**src/rtl/seq_alu.sv**
```systemverilog
// Sequential RV32-style ALU: single-cycle logic ops, bit-serial shifts.
// Define SEQ_ALU_MUL_EN to build in the iterative shift-add multiplier.
module seq_alu #(
  parameter int WIDTH = 32
) (
  input  logic             clk,
  input  logic             reset,
  input  logic             in_valid,
  output logic             in_ready,
  input  logic [1:0]       alu_op,
  input  logic [2:0]       funct3,
  input  logic             funct7_5,
  input  logic [WIDTH-1:0] op_a,
  input  logic [WIDTH-1:0] op_b,
  output logic             out_valid,
  input  logic             out_ready,
  output logic [WIDTH-1:0] result,
  output logic             zero,
  output logic             illegal
);

  localparam int SHAMT_W = $clog2(WIDTH);
  localparam logic [SHAMT_W:0] MUL_CNT = (SHAMT_W+1)'(WIDTH);

  typedef enum logic [1:0] {
    IDLE, SHIFT, MUL, DONE
  } state_e;

  typedef enum logic [1:0] {
    SK_SLL, SK_SRL, SK_SRA
  } shk_e;

  state_e           state_q, state_d;
  shk_e             sk_q, sk_d;
  logic [WIDTH-1:0] res_q, res_d;
  logic             ill_q, ill_d;
  logic [SHAMT_W:0] cnt_q, cnt_d;
  logic [SHAMT_W-1:0] shamt;
  logic             slt, sltu;
  logic             fill;

`ifdef SEQ_ALU_MUL_EN
  logic [WIDTH-1:0] mcand_q, mcand_d;
  logic [WIDTH-1:0] mplr_q, mplr_d;
`endif

  assign shamt = op_b[SHAMT_W-1:0];
  assign slt   = $signed(op_a) < $signed(op_b);
  assign sltu  = op_a < op_b;
  assign fill  = (sk_q == SK_SRA) & res_q[WIDTH-1];

  assign in_ready  = (state_q == IDLE);
  assign out_valid = (state_q == DONE);
  assign result    = out_valid ? res_q : '0;
  assign zero      = out_valid & (res_q == '0);
  assign illegal   = out_valid & ill_q;

  always_comb begin
    state_d = state_q;
    sk_d    = sk_q;
    res_d   = res_q;
    ill_d   = ill_q;
    cnt_d   = cnt_q;
`ifdef SEQ_ALU_MUL_EN
    mcand_d = mcand_q;
    mplr_d  = mplr_q;
`endif
    unique case (state_q)
      IDLE: begin
        if (in_valid) begin
          state_d = DONE;
          ill_d   = 1'b0;
          case (alu_op)
            2'b00: res_d = op_a + op_b;
            2'b01: res_d = op_a - op_b;
            2'b10: begin
              unique case (funct3)
                3'b000: res_d = funct7_5 ? op_a - op_b : op_a + op_b;
                3'b010: res_d = {{(WIDTH-1){1'b0}}, slt};
                3'b011: res_d = {{(WIDTH-1){1'b0}}, sltu};
                3'b100: res_d = op_a ^ op_b;
                3'b110: res_d = op_a | op_b;
                3'b111: res_d = op_a & op_b;
                default: begin
                  // 001/101: shifts run bit-serially on res_q
                  res_d = op_a;
                  if (funct3 == 3'b001) sk_d = SK_SLL;
                  else if (funct7_5)    sk_d = SK_SRA;
                  else                  sk_d = SK_SRL;
                  if (shamt != '0) begin
                    state_d = SHIFT;
                    cnt_d   = {1'b0, shamt};
                  end
                end
              endcase
            end
            default: begin
`ifdef SEQ_ALU_MUL_EN
              state_d = MUL;
              res_d   = '0;
              mcand_d = op_a;
              mplr_d  = op_b;
              cnt_d   = MUL_CNT;
`else
              res_d = '0;
              ill_d = 1'b1;
`endif
            end
          endcase
        end
      end
      SHIFT: begin
        if (sk_q == SK_SLL) res_d = {res_q[WIDTH-2:0], 1'b0};
        else                res_d = {fill, res_q[WIDTH-1:1]};
        cnt_d = cnt_q - 1'b1;
        if (cnt_q == 1) state_d = DONE;
      end
      MUL: begin
`ifdef SEQ_ALU_MUL_EN
        if (mplr_q[0]) res_d = res_q + mcand_q;
        mcand_d = {mcand_q[WIDTH-2:0], 1'b0};
        mplr_d  = {1'b0, mplr_q[WIDTH-1:1]};
        cnt_d   = cnt_q - 1'b1;
        if (cnt_q == 1) state_d = DONE;
`else
        state_d = IDLE;
`endif
      end
      DONE: begin
        if (out_ready) begin
          state_d = IDLE;
          res_d   = '0;
          ill_d   = 1'b0;
          cnt_d   = '0;
        end
      end
      default: state_d = IDLE;
    endcase
  end

  always_ff @(posedge clk) begin
    if (reset) begin
      state_q <= IDLE;
      sk_q    <= SK_SLL;
      res_q   <= '0;
      ill_q   <= 1'b0;
      cnt_q   <= '0;
    end else begin
      state_q <= state_d;
      sk_q    <= sk_d;
      res_q   <= res_d;
      ill_q   <= ill_d;
      cnt_q   <= cnt_d;
    end
  end

`ifdef SEQ_ALU_MUL_EN
  always_ff @(posedge clk) begin
    if (reset) begin
      mcand_q <= '0;
      mplr_q  <= '0;
    end else begin
      mcand_q <= mcand_d;
      mplr_q  <= mplr_d;
    end
  end
`endif

endmodule

```
**config.mk**
```make
export PLATFORM = sky130hd
export DESIGN_NAME = seq_alu
export DESIGN_NICKNAME = d
export VERILOG_FILES = /design/src/rtl/seq_alu.sv
export SDC_FILE = /design/constraint.sdc
export NUM_CORES = 1
export LEC_CHECK = 0
export BUFFER_PORTS_ARGS = -buffer_cell sky130_fd_sc_hd__buf_4
export CAP_MARGIN = 20
export CORE_ASPECT_RATIO = 0.5
export CORE_MARGIN = 3
export CORE_UTILIZATION = 61
export DETAILED_ROUTE_END_ITERATION = 7
export PLACE_DENSITY_LB_ADDON = 0.15
export SLEW_MARGIN = 40
export SYNTH_ARGS = -nofsm -noshare
export SYNTH_HDL_FRONTEND = slang
export SYNTH_SLANG_ARGS = --single-unit
export TNS_END_PERCENT = 100
```
**constraint.sdc**
```tcl
create_clock -name clk -period 4.4 [get_ports clk]
set_input_delay 0.66 -clock clk [delete_from_list [all_inputs] [get_ports clk]]
set_output_delay 0.66 -clock clk [all_outputs]
set_load 0.03 [all_outputs]
```
Yosys cells after proc, flatten, opt, wreduce, memory -nomap -nowiden
Cells that the tools add are included.
{"block": "totals", "inputBits": 74, "register_bits": 43, "output_inout_bits": 36, "wordCells": 78}
{"block": "op_classes", "bitwise_logic": 7, "n_reduce_logical": 15, "n_lt_le_gt_ge": 2, "muxes": 27, "addsub": 3, "n_eq_ne": 19}
{"cell": "case mux 32 bit (3 select lines)", "count": 2}
{"cell": "case mux 32 bit (6 select lines)", "count": 1}
{"cell": "two-way mux 32 bit", "count": 5}
{"cell": "less-than comparator 32 bit", "count": 2}
{"cell": "adder 32 bit", "count": 1}
{"cell": "bitwise AND 32 bit", "count": 1}
{"cell": "logical NOT 32 bit", "count": 1}
{"cell": "OR 32 bit", "count": 1}
{"cell": "subtractor 32 bit", "count": 1}
{"cell": "bitwise XOR 32 bit", "count": 1}
{"cell": "two-way mux 6 bit", "count": 5}
{"cell": "case mux 6 bit (3 select lines)", "count": 1}
{"cell": "two-way mux 2 bit", "count": 8}
{"cell": "equality test 3 bit, second input constant", "count": 3}
{"cell": "AND reduction 3 bit", "count": 3}
{"cell": "equality test 2 bit, second input constant", "count": 4}
{"cell": "case mux 2 bit (4 select lines)", "count": 1}
{"cell": "equality test 3 x 2 -> 1 bit, second input constant", "count": 2}
{"cell": "equality test 6 x 1 -> 1 bit, second input constant", "count": 1}
{"cell": "logical NOT 2 bit", "count": 3}
{"cell": "!= test 2 x 1 -> 1 bit, second input constant", "count": 3}
{"cell": "!= test 2 bit, second input constant", "count": 3}
{"cell": "AND reduction 6 bit", "count": 1}
{"cell": "OR reduction 6 bit", "count": 1}
{"cell": "other kinds (13)", "count": 18}

Logic depth before layout (Yosys ltp)
Gate-level depths: netlist of run 1.
{"block": "logic_depth", "word_depth": 6, "mapped_depth": 14, "mapped_depth_nobuf": 14}

Least setup slack after synthesis of run 1
OpenSTA, ideal clock, no wires.
{"block": "synth_timing", "path_kind": "in2reg", "from": "input op_a[0]", "to": "register res_q[30]", "slack_ns": 0.937, "arrival_time_ns": 3.359, "n_path_buf": 0, "cell_stages": 13, "setup_time_ns": 0.103, "t_required_ns": 4.297, "path_cell_list": "ha_1 fa_1 a21oi_1 o32ai_2 o21bai_1 a211o_1 a311oi_1 o32a_1 a311o_1 mux2i_1 mux2i_1 o21a_1 a2111oi_2"}
{"block": "synth_between", "elab_chain_cells": 6, "elab_cells_between_ends": 7, "cone_classes": "add/sub (2); mux (5)"}
{"element": "from (decl)", "line": "13", "text": "input logic [WIDTH-1:0] op_a,"}
{"element": "adder 32 bit or subtractor 32 bit (tied branches)", "line": "74, 78, 75"}
{"element": "two-way mux 32 bit", "line": "78", "text": "3'b000: res_d = funct7_5 ? op_a - op_b : op_a + op_b;"}
{"element": "case mux 32 bit (6 select lines)", "line": "77", "text": "unique case (funct3)"}
{"element": "case mux 32 bit (3 select lines) (*)", "line": "73", "text": "case (alu_op)"}
{"element": "two-way mux 32 bit (*)", "line": "70", "text": "if (in_valid) begin"}
{"element": "case mux 32 bit (3 select lines) (*)", "line": "68", "text": "unique case (state_q)"}
{"element": "to (signal assigned)", "line": "151", "text": "res_q <= res_d;"}
{"element": "to (decl)", "line": "35", "text": "logic [WIDTH-1:0] res_q, res_d;"}
Mark *: on every way between the ends. The rest lies on a longest branch, timed or not. The select of a mux whose other input is x is not followed.
A chain may end at the register's enable or synchronous reset.

Final worst setup path of run 1
{"block": "layout_timing", "from": "input op_a[8]", "to": "register res_q[15]"}
Same word-level chain as after synthesis.

==> qor.log, run 1 <==
INFO  drt            route.detailed.drc=0
INFO  drt            viasPerCell=7.09
INFO  logic_synthesis yosys-top-cells-area=sky130_fd_sc_hd__ha_1, sky130_fd_sc_hd__dfxtp_1, sky130_fd_sc_hd__a21oi_1, sky130_fd_sc_hd__nand2_1, sky130_fd_sc_hd__o21ai_0
INFO  logic_synthesis syn-cell-area=8620µm²
INFO  logic_synthesis ys_async_sr_fraction=0%
INFO  layout         nets=1538
INFO  floorplanning  start_util=65.2%
INFO  power_and_ir_drop clock_power_share=17.5%
INFO  critical_path  worst_path_dominant_cell_family=compound AO/OA/AOI/OAI gates
INFO  worst_hold_path class_of_the_tightest_hold_or_removal_check=flip-flop to flip-flop
INFO  clocking       cts_inserted_buffers=5
INFO  critical_path  timing.critical_path.buf_inv=2
INFO  critical_path  data_arrival_time_of_the_critical_path=4400ps
INFO  critical_path  source_of_the_worst_register_to_register_timing_path=state_q[0]
INFO  clocking       cts_tree=yes
INFO  clocking       clock_sinks=43
INFO  layout         finalCoreUtilization=73.5%
INFO  sta            fin_setup_tns=0ps
INFO  placement      placed_cells_incl_taps=1543
INFO  clocking       cts_root_buf=sky130_fd_sc_hd__clkbuf_16
INFO  drt            drt_first_iter_violations=2350
INFO  power_and_ir_drop total_power=2.35mW
INFO  clocking       total_of_hold_buffers_inserted_after_clock_tree_synthesis=0
INFO  sta            timing.final.setup_violations=0
INFO  layout         layout_commonest_cell=sky130_fd_sc_hd__nand2_1
INFO  placement      dp_hpwl=27100µm
INFO  power_and_ir_drop power.net_switching=1.19mW
INFO  logic_synthesis synth_top_area_share=14.2%
INFO  placement      place_ws=104ps
INFO  floorplanning  core.rowCount=29
INFO  sta            relSlewSlack=50.1%
INFO  power_and_ir_drop power.sequential.fraction=22.7%
INFO  sta            post-route-worst-setup-slack=149ps
INFO  logic_synthesis seq_area_frac_synth=9.99%
INFO  sta            layout_worst_path_cycle_share=96.6%
INFO  critical_path  sort_of_element_at_the_start_of_the_critical_path=input pin
INFO  global_routing antenna_found_initial=1
INFO  drt            postRouteAntennaNets=0
INFO  layout         area_growth=12.7%
INFO  sta            grt_setup_unrepaired=false
INFO  floorplanning  core=13200µm²
INFO  clocking       worstSkewPairLatency=300ps
INFO  clocking       htree_num_levels=2
INFO  drt            drt-total-wl=36000µm
INFO  power_and_ir_drop leakage=4.33nW
INFO  status         outcome=finished, final reports clean
INFO  drt            post_drt_wl_per_cell=23.2µm
INFO  drt            dr_total_vias=11.0k
INFO  logic_synthesis synth_top_area_cell=sky130_fd_sc_hd__ha_1
INFO  logic_synthesis yosysUniqueCellTypes=84
INFO  sta            skew=16.4ps
INFO  logic_synthesis syn_area_per_cell=6.59µm²
INFO  floorplanning  die_outline_area=15700µm²
INFO  critical_path  timing_worst_setup_path_type=input pin to flip-flop
INFO  floorplanning  die_height=90.0µm
INFO  layout         final_cell_count_no_fill=1551
INFO  logic_synthesis yosysWarnings=0
INFO  layout         final.fill_count=1084
INFO  power_and_ir_drop power_density=242nW/µm²
INFO  global_routing grt_max_degree=59
INFO  logic_synthesis seq_cells_post_synth=43
INFO  power_and_ir_drop p_comb_share=59.8%
INFO  global_routing global_route.usage.total=42.8%
INFO  floorplanning  die_width=174µm
INFO  job            drv.max_cap_violation_count=0
INFO  critical_path  crit_chain=buf_4 -> inv_1 -> ha_1 -> nand3_1 -> nor4_1 -> o21ai_1 -> a41oi_1 -> nor2b_1 -> a31oi_1 -> xnor2_1 -> a222oi_1 -> nor2_1 -> a2111oi_0 -> nor3_1
INFO  clocking       post_cts_resized=0
INFO  logic_synthesis syn-num-nets=1481
INFO  critical_path  critical-path-max-stage-delay=620ps
INFO  layout         number_of_antenna_repair_diodes=0
INFO  sta            tightest_pin_transition=741ps
INFO  logic_synthesis postSynthCellCount=1307
INFO  critical_path  cp-startpoint=op_a[8]
INFO  clocking       postCtsSetupRepairBufs=0
INFO  global_routing globalRoute.totalOverflow=0
INFO  clocking       path_clk_slew=70ps
INFO  logic_synthesis synth_edf_count=0
INFO  power_and_ir_drop ir_worst_vdd=0.169mV
INFO  sta            period_minus_ws_final=4250ps
INFO  layout         post_route_cells_drive_above_1_share=13.3%
INFO  critical_path  crit_path_max_fanout=12
INFO  global_routing grt_pass1_wl=54300µm
INFO  floorplanning  ios=110
INFO  power_and_ir_drop power_switching_share=50.6%
INFO  sta            max_freq=0.235GHz
INFO  global_routing grt_pass1_vias=9790
INFO  power_and_ir_drop cell_internal_pwr=1.16mW
INFO  drt            drtPass1Iterations=6
INFO  sta            final_max_slew_viol_count=0
INFO  placement      place.gp.congestion=1.09
INFO  layout         layout.cells.most_common_list=sky130_fd_sc_hd__nand2_1, sky130_fd_sc_hd__buf_4, sky130_fd_sc_hd__a21oi_1
INFO  logic_synthesis synth-main-ff-cell=sky130_fd_sc_hd__dfxtp_1
INFO  placement      io_buffers=109
INFO  critical_path  worst_ep_required_time=4550ps
INFO  sta            hold_viol=0
INFO  worst_hold_path hold_path_startpoint=cnt_q[5]
INFO  clocking       clock_tree.buffer_depth=2
INFO  critical_path  worst_path_max_delay_cell=sky130_fd_sc_hd__nor4_1
INFO  critical_path  endpoint_kind=flip-flop
[Yosys cell counts, types with 9 or more instances]
cell,n
sky130_fd_sc_hd__nor3_1,36
sky130_fd_sc_hd__nand4_1,10
sky130_fd_sc_hd__nor2_1,113
sky130_fd_sc_hd__inv_1,100
sky130_fd_sc_hd__xnor2_1,45
sky130_fd_sc_hd__o21bai_1,18
sky130_fd_sc_hd__nand3_1,18
sky130_fd_sc_hd__and3_1,33
sky130_fd_sc_hd__nor4_1,19
sky130_fd_sc_hd__nand2_1,151
sky130_fd_sc_hd__nand2b_1,9
sky130_fd_sc_hd__o22ai_1,47
sky130_fd_sc_hd__a21o_1,9
sky130_fd_sc_hd__a22oi_1,25
sky130_fd_sc_hd__a211oi_1,17
sky130_fd_sc_hd__a31oi_1,13
sky130_fd_sc_hd__clkbuf_1,72
sky130_fd_sc_hd__a21oi_1,131
sky130_fd_sc_hd__dfxtp_1,43
sky130_fd_sc_hd__o21ai_0,85
sky130_fd_sc_hd__mux2i_1,30
sky130_fd_sc_hd__o31ai_1,11
sky130_fd_sc_hd__ha_1,98
sky130_fd_sc_hd__buf_2,14
sky130_fd_sc_hd__o221ai_1,12
[worst reg2reg max path, stage by stage, from the launching register on]
cell and delay (ps):
sky130_fd_sc_hd__dfxtp_1 680, sky130_fd_sc_hd__o21bai_1 210, sky130_fd_sc_hd__and2_1 380, sky130_fd_sc_hd__buf_4 290, sky130_fd_sc_hd__nor2_1 380, sky130_fd_sc_hd__o221ai_1 210, sky130_fd_sc_hd__a21oi_1 460, sky130_fd_sc_hd__nor3_1 120
[final cells by class]
cell class	count	area (µm²)	area share [%]
clock buffers	5	125	1.29
clock inverters	3	25.0	0.258
inverters	106	398	4.10
multi-input cells	1063	6980	71.9
flip-flops and latches	43	862	8.88
well taps	186	233	2.40
repair buffers	145	1090	11.2
[worst paths after layout]
check / end / slack, ps / depth (start not counted)
hold / removal: cnt_q[5] / 500 / 1
hold reg to reg: cnt_q[5] / 500 / 1
setup / recovery: res_q[15] / 150 / 14
setup reg to reg: res_q[12] / 1520 / 7
[through the flow]
step | hold slack [ps] | instance area [µm²]
after global routing | 515 | 9710
after CTS | 491 | 9710
final | 496 | 9710
after floorplan | 448 | 8620
after detailed placement | 478 | 9560
after global placement | 464 | 9550
[state kept, by name, summed over array words and instances (netlist names)]
name and count:
res_q 32, cnt_q 6, sk_q 2, state_q 2
ill_q 1
[power by group through the flow]
| stage | Clock [mW] | Sequential [mW] | Combinational [mW] |
|---|---|---|---|
| after floorplan | 0 | 0.491 | 0.911 |
| after global placement | 0 | 0.527 | 1.28 |
| after detailed placement | 0 | 0.531 | 1.31 |
| after CTS | 0.396 | 0.522 | 1.32 |
| after global routing | 0.410 | 0.536 | 1.48 |
| final | 0.410 | 0.532 | 1.40 |
[layer usage]
layer | global-route usage, % | routed length, µm | part of all wire [%]
met5 | 0 | 13 | 0.036
met4 | 14.7 | 1590 | 4.4
met3 | 15.9 | 6420 | 18
met2 | 58.1 | 13500 | 38
met1 | 61.3 | 14500 | 40
[cells by family after synthesis]
group	share of synthesized area, %
buffers and inverters	9.09
DFF	9.99
adders and majority gates	14.7
AOI/OAI and AO/OA	34.5
xor gates and xnor gates	5.08
muxes	3.62
and+or+nand+nor	23.0
(Power assumes the default switching activity.)
==> run 2: changes to the inputs <==
Settings changed: CORE_UTILIZATION 61 to 55.
Clock period 4.4 ns to 3.5 ns, I/O delays scaled along.
==> qor.log, run 2 (synthesis gave the netlist of run 1 again) <==
INFO  sta            hold_viol=0 [unchanged]
INFO  power_and_ir_drop clock_power_share=16.0% [was 17.5%]
INFO  job            drv.max_cap_violation_count=0 [unchanged]
INFO  critical_path  timing.critical_path.buf_inv=3 [was 2]
INFO  clocking       clock_sinks=43 [unchanged]
INFO  floorplanning  die_outline_area=17300µm² [was 15700 µm²]
INFO  critical_path  crit_chain=buf_4 -> buf_4 -> ha_1 -> a21o_1 -> buf_4 -> a31oi_1 -> a311oi_2 -> o32a_1 -> a311o_1 -> mux2i_1 -> xnor2_1 -> a21oi_1 -> a2111oi_2 [was buf_4 -> inv_1 -> ha_1 -> nand3_1 -> nor4_1 -> o21ai_1 -> a41oi_1 -> nor2b_1 -> a31oi_1 -> xnor2_1 -> a222oi_1 -> nor2_1 -> a2111oi_0 -> nor3_1]
INFO  sta            tightest_pin_transition=789ps [was 741 ps]
INFO  placement      dp_hpwl=30500µm [was 27100 µm]
INFO  sta            timing.final.setup_violations=1 [was 0]
INFO  drt            drt-total-wl=39200µm [was 36000 µm]
INFO  critical_path  worst_path_max_delay_cell=sky130_fd_sc_hd__a31oi_1 [was sky130_fd_sc_hd__nor4_1]
INFO  layout         largestRegisters=res_q x32, cnt_q x6 [unchanged]
INFO  global_routing grt_pass1_vias=10.6k [was 9790]
INFO  critical_path  source_of_the_worst_register_to_register_timing_path=state_q[0] [unchanged]
INFO  global_routing global_route.usage.total=43.1% [was 42.8%]
INFO  floorplanning  start_util=57.8% [was 65.2%]
INFO  global_routing grt_max_degree=47 [was 59]
INFO  critical_path  worst_ep_required_time=3700ps [was 4550 ps]
INFO  power_and_ir_drop leakage=5.20nW [was 4.33 nW]
INFO  global_routing globalRoute.totalOverflow=0 [unchanged]
INFO  clocking       clock_tree.buffer_depth=2 [unchanged]
INFO  critical_path  endpoint_kind=flip-flop [unchanged]
INFO  power_and_ir_drop power.sequential.fraction=19.9% [was 22.7%]
INFO  global_routing antenna_found_initial=1 [unchanged]
INFO  layout         post_route_cells_drive_above_1_share=25.0% [was 13.3%]
INFO  critical_path  worst_path_dominant_cell_family=compound AO/OA/AOI/OAI gates [unchanged]
INFO  power_and_ir_drop power.net_switching=1.60mW [was 1.19 mW]
INFO  drt            route.detailed.drc=18 [was 0]
INFO  placement      io_buffers=109 [unchanged]
INFO  layout         layout.cells.most_common_list=sky130_fd_sc_hd__buf_4, sky130_fd_sc_hd__nand2_1, sky130_fd_sc_hd__a21oi_1 [was sky130_fd_sc_hd__nand2_1, sky130_fd_sc_hd__buf_4, sky130_fd_sc_hd__a21oi_1]
INFO  floorplanning  die_height=94.5µm [was 90.0 µm]
INFO  layout         layout_commonest_cell=sky130_fd_sc_hd__buf_4 [was sky130_fd_sc_hd__nand2_1]
INFO  critical_path  setup.reg_to_reg.worst_slack=830ps [was 1520 ps]
INFO  critical_path  sort_of_element_at_the_start_of_the_critical_path=input pin [unchanged]
INFO  sta            skew=14.8ps [was 16.4 ps]
INFO  drt            post_drt_wl_per_cell=22.6µm [was 23.2 µm]
INFO  power_and_ir_drop p_comb_share=64.1% [was 59.8%]
INFO  power_and_ir_drop total_power=3.29mW [was 2.35 mW]
INFO  worst_hold_path hold_depth=2 [was 1]
INFO  sta            max_freq=0.285GHz
INFO  critical_path  worstSetupPathDepth=13 [was 14]
INFO  sta            final_max_slew_viol_count=0 [unchanged]
INFO  critical_path  critical-path-max-stage-delay=420ps [was 620 ps]
INFO  critical_path  data_arrival_time_of_the_critical_path=3700ps [was 4400 ps]
INFO  floorplanning  core.rowCount=31 [was 29]
INFO  floorplanning  die_width=183µm [was 174 µm]
INFO  power_and_ir_drop power_density=292nW/µm² [was 242 nW/µm²]
INFO  sta            post-route-worst-setup-slack=-2.86ps [was 149 ps]
INFO  status         outcome=finished, violations left [was finished, final reports clean]
INFO  sta            period_minus_ws_final=3500ps
INFO  layout         layout.cell_area.non_filler=11300µm² [was 9710 µm²]
INFO  critical_path  critical_path.reg2reg.endpoint=res_q[12] [unchanged]
INFO  worst_hold_path class_of_the_tightest_hold_or_removal_check=flip-flop to flip-flop [unchanged]
INFO  critical_path  crit_path_frequent_cell=sky130_fd_sc_hd__buf_4
INFO  critical_path  worstRegToRegCells=8 [was 7]
INFO  layout         finalCoreUtilization=75.6% [was 73.5%]
INFO  global_routing grt_pass1_wl=58600µm [was 54300 µm]
INFO  clocking       cts_root_buf=sky130_fd_sc_hd__clkbuf_16 [unchanged]
INFO  drt            viasPerCell=6.75 [was 7.09]
INFO  clocking       worstSkewPairLatency=310ps [was 300 ps]
INFO  critical_path  crit_path_max_fanout=3 [was 12]
INFO  power_and_ir_drop ir_worst_vdd=0.215mV [was 0.169 mV]
INFO  layout         nets=1711 [was 1538]
INFO  status         violations=DRC, setup timing
INFO  layout         final.fill_count=1181 [was 1084]
INFO  drt            drt_first_iter_violations=1932 [was 2350]
INFO  placement      cell_area_placed=10800µm² [was 9560 µm²]
INFO  layout         largest_reg_flops=32 [unchanged]
INFO  drt            postRouteAntennaNets=0 [unchanged]
INFO  clocking       path_clk_slew=80ps [was 70 ps]
INFO  layout         area_growth=30.6% [was 12.7%]
INFO  layout         number_of_antenna_repair_diodes=0 [unchanged]
INFO  clocking       cts_inserted_buffers=5 [unchanged]
INFO  clocking       htree_num_levels=2 [unchanged]
INFO  sta            relSlewSlack=47.0% [was 50.1%]
INFO  floorplanning  core=14900µm² [was 13200 µm²]
INFO  placement      place.gp.congestion=1.09 [about the same]
INFO  drt            dr_total_vias=11.7k [was 11.0k]
INFO  clocking       cts_tree=yes [unchanged]
INFO  worst_hold_path min_to=ill_q [was cnt_q[5]]
INFO  worst_hold_path hold_path_startpoint=ill_q [was cnt_q[5]]
INFO  critical_path  timing_worst_setup_path_type=input pin to flip-flop [unchanged]
INFO  placement      place_ws=-284ps [was 104 ps]
INFO  drt            drtPass1Iterations=8 [was 6]
INFO  floorplanning  ios=110 [unchanged]
INFO  layout         largest_register=res_q [unchanged]
INFO  power_and_ir_drop power_switching_share=48.6% [was 50.6%]
INFO  power_and_ir_drop cell_internal_pwr=1.69mW [was 1.16 mW]
INFO  sta            layout_worst_path_cycle_share=100%
## run 2: cell count changes in the layout (fill, tap and decap cells not counted), sizes merged
cell | previous run | this run
clkinv | 7 | 5
clkinvlp | 1 | 2
buf | 145 | 318
inv | 101 | 102
## run 2: final cells by class
cell class | instances | area [µm²] | share of cell area, %
clock buffers | 5 | 125 | 1.11
clock inverters | 3 | 23.8 | 0.211
inverters | 106 | 400 | 3.56
multi-input cells | 1063 | 7190 | 63.9
flip-flops and latches | 43 | 861 | 7.65
well taps | 198 | 248 | 2.20
repair buffers | 318 | 2410 | 21.4
## run 2: what timing repair did
item / in CTS / in global routing
resized for setup: 1 / 43
endpoints found under the hold margin: 0 / 0
pin swaps: 0 / 22
setup endpoints to repair: 1 / 14
hold buffers: 0 / 0
setup buffers: 0 / 6
## run 2: metrics by stage
| step | TNS (ps) | std cells | hold slack [ps] |
|---|---|---|---|
| after global routing | -176 | 1736 | 524 |
| after floorplan | 0 | 1307 | 448 |
| after CTS | 0 | 1730 | 499 |
| final | -2.86 | 1736 | 497 |
| after detailed placement | -2190 | 1722 | 482 |
| after global placement | -1620 | 1722 | 459 |
## run 2: power groups by stage
stage               clock network [mW]  registers [mW]  logic (mW)
finish                           0.526           0.654        2.11
global route                     0.533           0.661        2.24
CTS                              0.508           0.647        1.94
detailed placement                   0           0.659        1.93
global placement                     0           0.652        1.88
floorplan                            0           0.618        1.15
## run 2: worst max path at each step
stage / start / slack (ps) / end
final: op_a[8] / -3 / res_q[30]
after global routing: op_a[4] / -110 / res_q[30]
after CTS: op_b[2] / 20 / res_q[31]
after detailed placement: op_a[0] / -280 / res_q[30]
after global placement: op_a[0] / -240 / res_q[29]
after floorplan: op_a[0] / 170 / res_q[30]
## run 2: per-layer routing
layer,track usage [%],up-vias,routed length (µm)
met5,0,-,11
met1,58.2,5413,15600
li1,-,5170,-
met2,63.5,941,15200
met4,10.6,2,1490
met3,18.4,184,6930
## run 2: tightest hold or removal path: cells and delay by family, from the launching register on
| kind | cells | cell delay [ps] |
|---|---|---|
| compound gates | 2 | 140 |
| flops | 1 | 320 |
